==> config.mk <==
export PLATFORM = sky130hd
export DESIGN_NAME = fib_sequencer
export DESIGN_NICKNAME = d
export VERILOG_FILES = /design/src/rtl/fib_sequencer.sv
export SDC_FILE = /design/constraint.sdc
export NUM_CORES = 1
export LEC_CHECK = 0
export CELL_PAD_IN_SITES_DETAIL_PLACEMENT = 0
export CELL_PAD_IN_SITES_GLOBAL_PLACEMENT = 1
export CORE_MARGIN = 2
export CORE_UTILIZATION = 35
export DETAILED_ROUTE_END_ITERATION = 10
export MAX_ROUTING_LAYER = met4
export PLACE_DENSITY_LB_ADDON = 0.2
export SYNTH_ARGS = -nofsm -noshare
export SYNTH_HDL_FRONTEND = slang
export SYNTH_SLANG_ARGS = --single-unit
==> constraint.sdc <==
create_clock -name clk -period 2.3 [get_ports clk]
set_clock_uncertainty 0.1 [all_clocks]
set_input_delay 0.345 -clock clk [delete_from_list [all_inputs] [get_ports clk]]
set_output_delay 0.345 -clock clk [all_outputs]
set_load 0.01 [all_outputs]
==> src/rtl/fib_sequencer.sv <==
// +--------------------------------------------------------------------+
// | fib_sequencer: emits the fixed LOAD/STORE/COPY/ADD program that    |
// | drives the Fibonacci datapath for F(0)..F(n-1).  Rev 1.0           |
// +--------------------------------------------------------------------+
`default_nettype none

module fib_sequencer #(
  parameter int CNT_W  = 8,
  parameter int DATA_W = 8
) (
  input  logic              clk,
  input  logic              rst_n,
  input  logic              start,
  input  logic [CNT_W-1:0]  n_terms,
  input  logic              stall,
  output logic [2:0]        opcode,
  output logic [1:0]        op1,
  output logic [1:0]        op2,
  output logic [DATA_W-1:0] ld_value,
  output logic              busy,
  output logic              term_valid,
  output logic [CNT_W-1:0]  term_idx,
  output logic              done
);

  localparam logic [2:0] OP_NOP   = 3'b000;
  localparam logic [2:0] OP_LOAD  = 3'b100;
  localparam logic [2:0] OP_STORE = 3'b101;
  localparam logic [2:0] OP_ADD   = 3'b110;
  localparam logic [2:0] OP_COPY  = 3'b111;

  typedef enum logic [2:0] {
    S_IDLE = 3'd0,
    S_L0   = 3'd1,
    S_L1   = 3'd2,
    S_ST   = 3'd3,
    S_CA   = 3'd4,
    S_AD   = 3'd5,
    S_CB   = 3'd6,
    S_DONE = 3'd7
  } state_t;

  state_t           state, state_nxt;
  logic [CNT_W-1:0] rem, rem_nxt;
  logic [CNT_W-1:0] idx, idx_nxt;
  logic             hold;

  always_ff @(posedge clk or negedge rst_n) begin
    if (!rst_n) begin
      state <= S_IDLE;
      rem   <= '0;
      idx   <= '0;
    end else begin
      state <= state_nxt;
      rem   <= rem_nxt;
      idx   <= idx_nxt;
    end
  end

  assign hold = stall && (state != S_IDLE) && (state != S_DONE);

  always_comb begin
    state_nxt  = state;
    rem_nxt    = rem;
    idx_nxt    = idx;
    opcode     = OP_NOP;
    op1        = 2'd0;
    op2        = 2'd0;
    ld_value   = '0;
    term_valid = 1'b0;
    done       = 1'b0;
    case (state)
      S_IDLE: begin
        if (start) begin
          rem_nxt   = n_terms;
          idx_nxt   = '0;
          state_nxt = (n_terms != '0) ? S_L0 : S_DONE;
        end
      end
      S_L0: begin
        opcode    = OP_LOAD;
        state_nxt = S_L1;
      end
      S_L1: begin
        opcode    = OP_LOAD;
        op1       = 2'd1;
        ld_value  = DATA_W'(1);
        state_nxt = S_ST;
      end
      S_ST: begin
        opcode     = OP_STORE;
        term_valid = 1'b1;
        state_nxt  = S_CA;
      end
      S_CA: begin
        opcode    = OP_COPY;
        op1       = 2'd2;
        op2       = 2'd1;
        state_nxt = S_AD;
      end
      S_AD: begin
        opcode    = OP_ADD;
        op1       = 2'd1;
        state_nxt = S_CB;
      end
      S_CB: begin
        opcode    = OP_COPY;
        op2       = 2'd2;
        rem_nxt   = rem - CNT_W'(1);
        idx_nxt   = idx + CNT_W'(1);
        state_nxt = (rem == CNT_W'(1)) ? S_DONE : S_ST;
      end
      S_DONE: begin
        done      = 1'b1;
        state_nxt = S_IDLE;
      end
      default: state_nxt = S_IDLE;
    endcase

    // A stalled instruction becomes a bubble and re-issues once stall drops.
    if (hold) begin
      state_nxt  = state;
      rem_nxt    = rem;
      idx_nxt    = idx;
      opcode     = OP_NOP;
      op1        = 2'd0;
      op2        = 2'd0;
      ld_value   = '0;
      term_valid = 1'b0;
    end
  end

  assign busy     = (state != S_IDLE);
  assign term_idx = term_valid ? idx : '0;

endmodule

`default_nettype wire

==> out/metrics.json, run 1 <==
{
  "synth_sequential_area_ratio": 0.351,
  "cpLargestDelayFamily": "buffers and inverters",
  "dp_hpwl_um": 2600,
  "dieWidth_um": 66.2,
  "nNetsFinal": 217,
  "row_count": 22,
  "cts_hold_buf": 0,
  "ir_worst_vdd_uv": 684,
  "proportion_of_synthesized_flip_flops_having_asynchronous_set_or_reset": 1.00,
  "synth_area_per_cell_sq_um": 8.42,
  "grt_util_all_layers": 0.172,
  "gp_congestion": 0.827,
  "met3_usage": 0.0153,
  "number_of_buffers_inserted_by_port_buffering": 30,
  "critPathMaxFanout": 3,
  "cell_count_after_synthesis": 161,
  "global_route.usage.met2": 0.289,
  "holdWs_ns": 0.327,
  "status": "completed",
  "avgViaCountPerCell": 5.27,
  "die_area_sq_mm": 0.00439,
  "setup_tns_ns": 0,
  "endpoint_kind": "output port",
  "largest_net_degree_at_the_start_of_global_routing": 20,
  "cts_num_sinks": 19,
  "cts_buffer_depth": 2,
  "design.portCount": 38,
  "avgRoutedWirePerCell_um": 14.5,
  "crit_path_start_kind": "register",
  "tritoncts.num_buffers": 3,
  "grt_setup_unrepaired": "yes",
  "detailedRoute.firstIterationViolations": 45,
  "clk-insertion-delay-late_ns": 0.25,
  "detail_route.drc_violations": 0,
  "worstPathArrival_ns": 1.84,
  "n_antenna_cell": 0,
  "final_antenna_net_count": 0,
  "grt_pass1_vias": 1197,
  "antenna_found_initial": 0,
  "total_leakage_power_uw": 0.000893,
  "timing.final.max_slew_violations": 0,
  "cts_tree": "yes",
  "tightestPinTransition_ns": 0.509,
  "grt_first_pass_wirelength_um": 5780,
  "fp.coreArea_sq_mm": 0.00369,
  "grt-busiest-layer": "met2",
  "final_util": 0.506,
  "final_hold_viol_count": 0,
  "fmax_ghz": 0.438,
  "floorplan.initialDensity": 0.367,
  "max-cap-violations": 0,
  "final_layout_size_suffix_gt1_frac": 0.164,
  "synth_seq_cells": 19,
  "clk_transition_reported_paths_ns": 0.07,
  "synthDistinctLibCells": 45,
  "ys.warnings.count": 0,
  "detail_route.wirelength_um": 3610,
  "clock_tree.root_cell": "clkbuf_8",
  "crit_path_cell_trace": "or2_2, mux2_2, nor2_1, clkdlybuf4s50_1",
  "worst-endpoint-required_ns": 1.86,
  "synth_area_sq_mm": 0.00136,
  "worstSetupPathType": "reg -> out",
  "timing.final.crit_period_ns": 2.28,
  "area_growth_syn_to_layout_pct": 37.7,
  "synth_enable_flop_cells": 0,
  "die_height_um": 66.2,
  "layout_worst_path_cycle_share": 0.992,
  "critical_path_buf_inv_count": 1,
  "slowest_delay_ns": 0.53,
  "grt-ovfl-total": 0,
  "timing.slew.headroom": 0.652,
  "setup-violations-final": 0,
  "drt-pass1-iter-count": 4,
  "worst_path_max_delay_cell": "clkdlybuf4s50_1",
  "ctsHtreeMaxLevel": 1,
  "hp-class": "in -> async",
  "detailroute.via_count": 1312,
  "power_density_mw_per_mm2": 1030,
  "grt.met1_usage": 0.226,
  "synth_top_flop_cell": "dfrtp_1"
}
-- cells in the final DEF, fill, tap and decap left out, types with 2 or more instances in the layout --
cell type / count
and3_1: 3
a211oi_1: 3
clkbuf_8: 3
clkdlybuf4s50_1: 19
nor4_1: 4
a31oi_1: 2
o31ai_1: 2
nand2_1: 10
nor4b_1: 3
mux2_2: 2
a21oi_1: 11
conb_1: 7
o21ai_0: 10
buf_4: 18
nor2_1: 15
xnor2_1: 5
nand4_1: 2
ha_1: 3
o211ai_1: 2
nand3_1: 3
nand3b_1: 2
nor3_1: 4
inv_1: 7
or4_1: 3
dfrtp_1: 18
dlygate4sd2_1: 3
and2_1: 7
dlymetal6s2s_1: 8
-- logic make-up (layout without fill, tap and decap cells) --
family                   Yosys count  in the layout  synth area share
AND/OR/NAND/NOR                   65             65             0.272
AO/OA/AOI/OAI                     41             41             0.202
buffers and inverters             25             59            0.0951
flip-flops                        19             19             0.351
XOR/XNOR                           5              5            0.0323
adder cells (fa/ha/maj)            3              3            0.0277
multiplexers                       2              2            0.0166
other                              1              7           0.00277
-- final timing paths --
kind,cells past startpoint,endpoint,slack (ns),startpoint
setup / recovery,4,op1[0],0.02,state[2]$_DFFE_PN0P_
hold / removal,2,idx[5]$_DFFE_PN0P_,0.33,rst_n
setup reg to reg,5,idx[5]$_DFFE_PN0P_,0.23,state[2]$_DFFE_PN0P_
hold reg to reg,1,idx[0]$_DFFE_PN0P_,0.43,idx[0]$_DFFE_PN0P_
max in group asynchronous,2,state[1]$_DFFE_PN0P_,1.54,rst_n
min in group clk,1,idx[0]$_DFFE_PN0P_,0.43,idx[0]$_DFFE_PN0P_
-- final cells by class --
type	count	area, sq um
fill	363	1820
sequential	19	477
inverter	7	26.3
tap	48	60.1
multi-input combinational	123	805
timing repair buffer	48	452
clock buffer	3	41.3
clock inverter	1	5.00
-- report_power, final --
| group | internal (uW) | switching, uW |
|---|---|---|
| Combinational | 512 | 549 |
| Clock | 120 | 114 |
| Sequential | 471 | 150 |
| Total | 1100 | 814 |
-- cell usage after synthesis, types with 2 or more instances --
| master | instances | share of area |
|---|---|---|
| nor4_1 | 4 | 0.018 |
| and3_1 | 3 | 0.014 |
| ha_1 | 3 | 0.028 |
| o31ai_1 | 2 | 0.011 |
| mux2_2 | 2 | 0.017 |
| or4_1 | 3 | 0.017 |
| nand4_1 | 2 | 0.0092 |
| nor3_1 | 6 | 0.022 |
| a21oi_1 | 11 | 0.041 |
| a31oi_1 | 2 | 0.0092 |
| clkbuf_1 | 8 | 0.022 |
| inv_1 | 7 | 0.019 |
| buf_4 | 7 | 0.039 |
| nand3b_1 | 2 | 0.011 |
| a211oi_1 | 3 | 0.017 |
| o211ai_1 | 2 | 0.011 |
| o21ai_0 | 10 | 0.037 |
| and2_1 | 7 | 0.032 |
| nor4bb_1 | 2 | 0.015 |
| nand2_1 | 10 | 0.028 |
| nor4b_1 | 3 | 0.019 |
| nand3_1 | 3 | 0.011 |
| dfrtp_1 | 19 | 0.35 |
| nor2_1 | 15 | 0.042 |
| xnor2_1 | 5 | 0.032 |
-- flip-flops by register name (all words and copies together) (netlist names) --
| register | flops |
|---|---|
| state | 3 |
| idx | 8 |
| rem | 8 |
-- through the flow --
stage | std cells | cell area [sq um] | power [uW] | setup WS (ns)
floorplan | 167 | 1380 | 1240 | 0.218
global placement | 242 | 1750 | 1600 | -0.147
detailed placement | 242 | 1750 | 1620 | -0.149
CTS | 247 | 1810 | 1900 | 0.00289
global route | 249 | 1870 | 2090 | -0.0475
finish | 249 | 1870 | 1920 | 0.0187
-- layer usage --
metal | vias to the layer above | wire length, um | part of all wire
met5 | - | 0 | 0
met4 | 0 | 13 | 0.0036
met3 | 2 | 112 | 0.031
met2 | 29 | 1820 | 0.51
met1 | 632 | 1660 | 0.46
li1 | 649 | - | -
-- worst register-to-register path, delay by kind of cell, from the launching register on --
family                 cells  cell delay, ns
AO/OA/AOI/OAI              2            0.41
buffers and inverters      1            0.18
flip-flops                 1            0.39
AND/OR/NAND/NOR            2            0.91
-- timing repair --
action	CTS	global route
pin swaps	1	0
resized for setup	6	13
cloned	0	1
setup buffers	1	1
setup endpoints to repair	9	10
No activity file was read; power rests on OpenSTA's default activity.
==> run 2: changes to the inputs <==
- SKIP_CTS_REPAIR_TIMING: unset -> 1
==> run 2 against run 1 <==
Sequential share of layout area barely moved. Maximum frequency rose by 3.3%. Sequential power rose by 2%. Combinational power barely moved. Routed wire length fell by 4.1%. Critical path depth did not move. Clock-buffer cell count did not move. Clock power barely moved. Global-route usage fell by 0.22 points. Power fell by 0.66%. Worst hold slack got worse by 0.0053 ns. Cell count fell by 0.80%. Largest power group unchanged.
==> out/metrics.json, run 2 (same netlist as run 1, synthesis figures left out) <==
{
  "detailroute.via_count": 1285,
  "crit_path_start_kind": "register",
  "dieWidth_um": 66.2,
  "hp-class": "in -> async",
  "tightestPinTransition_ns": 0.505,
  "status": "completed",
  "worst_r2r_path_depth": 5,
  "final_util": 0.506,
  "setup-violations-final": 0,
  "placement.cell_area_sq_mm": 0.00175,
  "max-cap-violations": 0,
  "timing.slew.headroom": 0.655,
  "grt_util_all_layers": 0.170,
  "row_count": 22,
  "ir_worst_vdd_uv": 646,
  "detail_route.wirelength_um": 3460,
  "setup_tns_ns": 0,
  "detailedRoute.firstIterationViolations": 49,
  "clk-insertion-delay-late_ns": 0.25,
  "gp_congestion": 0.827,
  "cts_tree": "yes",
  "endpoint_kind": "output port",
  "tritoncts.num_buffers": 3,
  "grt_pass1_vias": 1191,
  "timing.final.max_slew_violations": 0,
  "final_cell_mix": "clkdlybuf4s50_1 (19), dfrtp_1 (18), nor2_1 (15), buf_4 (15)",
  "ctsHtreeMaxLevel": 1,
  "dp_hpwl_um": 2600,
  "timing.final.crit_period_ns": 2.21,
  "clk_transition_reported_paths_ns": 0.07,
  "die_area_sq_mm": 0.00439,
  "layout.cell_area.non_filler_sq_mm": 0.00187,
  "cts_buffer_depth": 2,
  "crit-reg2reg-capture": "idx[5]$_DFFE_PN0P_",
  "final_layout_size_suffix_gt1_frac": 0.166,
  "grt-ovfl-total": 0,
  "antenna_found_initial": 0,
  "nNetsFinal": 215,
  "number_of_buffers_inserted_by_port_buffering": 30,
  "n_antenna_cell": 0,
  "reg2reg_slack_ns": 0.24,
  "worstSetupPathType": "reg -> out",
  "die_height_um": 66.2,
  "avgViaCountPerCell": 5.20,
  "total_leakage_power_uw": 0.000920,
  "area_growth_syn_to_layout_pct": 37.9,
  "drt-pass1-iter-count": 4,
  "reg.largest.list": "idx x8, rem x8, state x3",
  "combPwrFrac": 0.543,
  "worst-endpoint-required_ns": 1.86,
  "final_antenna_net_count": 0,
  "clockPowerShare": 0.123,
  "worstPathArrival_ns": 1.76,
  "layout_worst_path_cycle_share": 0.961,
  "fp.coreArea_sq_mm": 0.00369,
  "largest_net_degree_at_the_start_of_global_routing": 20,
  "p_switching_uw": 805,
  "crit-reg2reg-launch": "state[2]$_DFFE_PN0P_",
  "cts_num_sinks": 19,
  "design.portCount": 38,
  "critPathMaxFanout": 12,
  "grt_first_pass_wirelength_um": 5700,
  "layout_commonest_cell": "clkdlybuf4s50_1",
  "n_fill_cell": 363,
  "detail_route.drc_violations": 0,
  "power.internal_uw": 1100,
  "fmax_ghz": 0.453,
  "avgRoutedWirePerCell_um": 14.0,
  "seq_power_share": 0.333,
  "floorplan.initialDensity": 0.367,
  "power_switching_share": 0.422,
  "power_density_mw_per_mm2": 1020,
  "final_hold_viol_count": 0,
  "clock_tree.root_cell": "clkbuf_8"
}
## run 2: how the worst max path moves through the flow
stage | start | to | slack [ns] | cells past startpoint
2_1_floorplan | state[1]$_DFFE_PN0P_ | term_idx[0] | 0.22 | 5
3_3_place_gp | stall | op2[1] | -0.15 | 4
3_5_place_dp | stall | op2[1] | -0.15 | 4
4_1_cts | state[1]$_DFFE_PN0P_ | op2[1] | -0.31 | 4
5_1_grt | state[0]$_DFFE_PN0P_ | opcode[2] | -0.005 | 4
6_report | state[0]$_DFFE_PN0P_ | opcode[2] | 0.09 | 4
## run 2: critical path: stages (launching register included)
cell and delay (ns):
dfrtp_1 0.42, buf_6 0.17, and3_1 0.20, nor3_1 0.16, clkdlybuf4s50_1 0.56
## run 2: layout make-up
type,count,area [sq um],area share
flip-flops and latches,19,477,0.255
multi-input cells,123,807,0.432
well taps,48,60.1,0.0322
clock inverters,1,5.00,0.00268
clock buffers,3,41.3,0.0221
repair buffers,46,452,0.242
inverters,7,26.3,0.0141
## run 2: metrics by stage
step	power, uW	instances	hold WS [ns]	setup WS [ns]
after floorplan	1240	167	-0.0506	0.218
after global placement	1600	242	0.418	-0.147
after detailed placement	1620	242	0.418	-0.149
after CTS	1870	246	0.334	-0.314
after global routing	2080	247	0.361	-0.00520
final	1900	247	0.322	0.0906
## run 2: power by group through the flow
| stage | sequential (uW) | clock, uW | combinational (uW) |
|---|---|---|---|
| 2_1_floorplan | 583 | 0 | 659 |
| 3_3_place_gp | 626 | 0 | 969 |
| 3_5_place_dp | 632 | 0 | 992 |
| 4_1_cts | 626 | 246 | 994 |
| 5_1_grt | 665 | 257 | 1160 |
| 6_report | 635 | 235 | 1040 |
## run 2: per-layer routing
layer,share of wire,GRT usage
met5,0,-
met4,0.0038,0.0383
met3,0.029,0.0153
met2,0.51,0.286
met1,0.46,0.222
==> run 3: changes to the inputs <==
- PLACE_DENSITY_LB_ADDON: 0.2 -> 0.1
==> run 3 against run 2 <==
Final area up 3.1%. Clock power up 3%. Combinational power about the same. Maximum frequency down 2.2%. Utilization up 1.6 points. Flip-flop and latch count unchanged. Clock-buffer cell count unchanged. Global-route usage down 0.42 points. Critical path type is now in -> out. Largest cell class unchanged. Largest power group unchanged.
==> out/metrics.json, run 3 (same netlist as run 1, synthesis figures left out) <==
{
  "seq_power_share": 0.329,
  "gp_congestion": 0.852,
  "tritoncts.num_buffers": 3,
  "fin_cells": 253,
  "n_fill_cell": 380,
  "n_antenna_cell": 0,
  "die_height_um": 66.2,
  "final_cell_mix": "buf_4 (20), dfrtp_1 (17), clkdlybuf4s50_1 (16)",
  "nNetsFinal": 221,
  "row_count": 22,
  "design.portCount": 38,
  "grt_util_all_layers": 0.166,
  "worstSetupPathType": "in -> out",
  "final_hold_viol_count": 0,
  "clk-insertion-delay-late_ns": 0.26,
  "combPwrFrac": 0.546,
  "ctsHtreeMaxLevel": 1,
  "detailedRoute.firstIterationViolations": 82,
  "clk_transition_reported_paths_ns": 0.08,
  "floorplan.initialDensity": 0.367,
  "layout.cell_area.non_filler_sq_mm": 0.00193,
  "avgRoutedWirePerCell_um": 13.9,
  "holdWs_ns": 0.334,
  "placement.cell_area_sq_mm": 0.00179,
  "grt-busiest-layer": "met2",
  "detail_route.wirelength_um": 3520,
  "fp.coreArea_sq_mm": 0.00369,
  "total_leakage_power_uw": 0.00101,
  "grt_setup_unrepaired": "yes",
  "cts_buffer_depth": 2,
  "die_area_sq_mm": 0.00439,
  "max-cap-violations": 0,
  "sequential_cell_area_sq_um": 478,
  "number_of_buffers_inserted_by_port_buffering": 30,
  "detail_route.drc_violations": 0,
  "p_switching_uw": 808,
  "clock_tree.root_cell": "clkbuf_8",
  "ir_worst_vdd_uv": 390,
  "grt_first_pass_wirelength_um": 5460,
  "detailroute.via_count": 1328,
  "cts_tree": "yes",
  "global_route.usage.met2": 0.278,
  "drt-pass1-iter-count": 4,
  "largest_net_degree_at_the_start_of_global_routing": 20,
  "number_of_cells_in_the_design_after_placement": 248,
  "status": "completed",
  "grt_pass1_vias": 1191,
  "power_switching_share": 0.417,
  "footprint_of_the_multi_input_gates_sq_um": 807,
  "timing.final.max_slew_violations": 0,
  "critPathMaxFanout": 10,
  "clockPowerShare": 0.125,
  "dp_hpwl_um": 2630,
  "total_power_uw": 1940,
  "endpoint_kind": "output port",
  "dieWidth_um": 66.2,
  "area_growth_syn_to_layout_pct": 42.1,
  "power_density_mw_per_mm2": 1010,
  "crit_path_start_kind": "input port",
  "fmax_ghz": 0.443,
  "layout_commonest_cell": "buf_4",
  "setup-violations-final": 0,
  "grt-ovfl-total": 0,
  "worst-endpoint-required_ns": 1.86,
  "final_layout_size_suffix_gt1_frac": 0.190,
  "worstPathArrival_ns": 1.81,
  "grt.met1_usage": 0.211,
  "layout_worst_path_cycle_share": 0.982,
  "antenna_found_initial": 0,
  "hp-class": "in -> async",
  "timing.final.crit_period_ns": 2.26,
  "avgViaCountPerCell": 5.25,
  "cts_num_sinks": 19,
  "final_antenna_net_count": 0,
  "power.internal_uw": 1130,
  "reg.largest.list": "idx x8, rem x8, state x3",
  "met3_usage": 0.0256,
  "final_util": 0.522
}
run 3: worst paths after layout:
path / from / endpoint / slack [ns] / cells past startpoint
setup / recovery: stall / opcode[1] / 0.04 / 5
hold / removal: rst_n / idx[3]$_DFFE_PN0P_ / 0.33 / 2
setup reg to reg: state[2]$_DFFE_PN0P_ / idx[7]$_DFFE_PN0P_ / 0.20 / 5
hold reg to reg: idx[0]$_DFFE_PN0P_ / idx[0]$_DFFE_PN0P_ / 0.41 / 1
max in group asynchronous: rst_n / state[2]$_DFFE_PN0P_ / 1.53 / 2
min in group clk: idx[0]$_DFFE_PN0P_ / idx[0]$_DFFE_PN0P_ / 0.41 / 1
run 3: power groups by stage:
stage / sequential, uW / combinational [uW] / clock [uW]
final: 638 / 1060 / 243
after CTS: 626 / 1020 / 249
after floorplan: 583 / 659 / 0
after global routing: 658 / 1180 / 264
after global placement: 627 / 999 / 0
after detailed placement: 632 / 1020 / 0
run 3: area by class of cell:
cell class	count	area share
clock buffers	3	0.0214
clock inverters	1	0.00260
inverters	7	0.0136
multi-input cells	123	0.419
flip-flops and latches	19	0.248
well taps	48	0.0312
repair buffers	52	0.264
run 3: worst max-delay path: stages:
cell	delay [ns]
clkdlybuf4s50_1	0.54
buf_4	0.21
inv_1	0.08
and3_1	0.17
clkdlybuf4s50_1	0.47
run 3: metrics by stage:
stage / TNS (ns) / setup WS (ns)
2_1_floorplan: 0 / 0.218
3_3_place_gp: -0.0492 / -0.0492
3_5_place_dp: -0.337 / -0.0518
4_1_cts: -1.74 / -0.225
5_1_grt: -0.0280 / -0.0202
6_report: 0 / 0.0405
run 3: metal layers:
layer  share of wire  vias to the layer above  wire (um)
met2            0.49                       33       1730
li1                -                      658          -
met5               0                        -          0
met3           0.041                        4        146
met1            0.46                      633       1620
met4          0.0082                        0         29
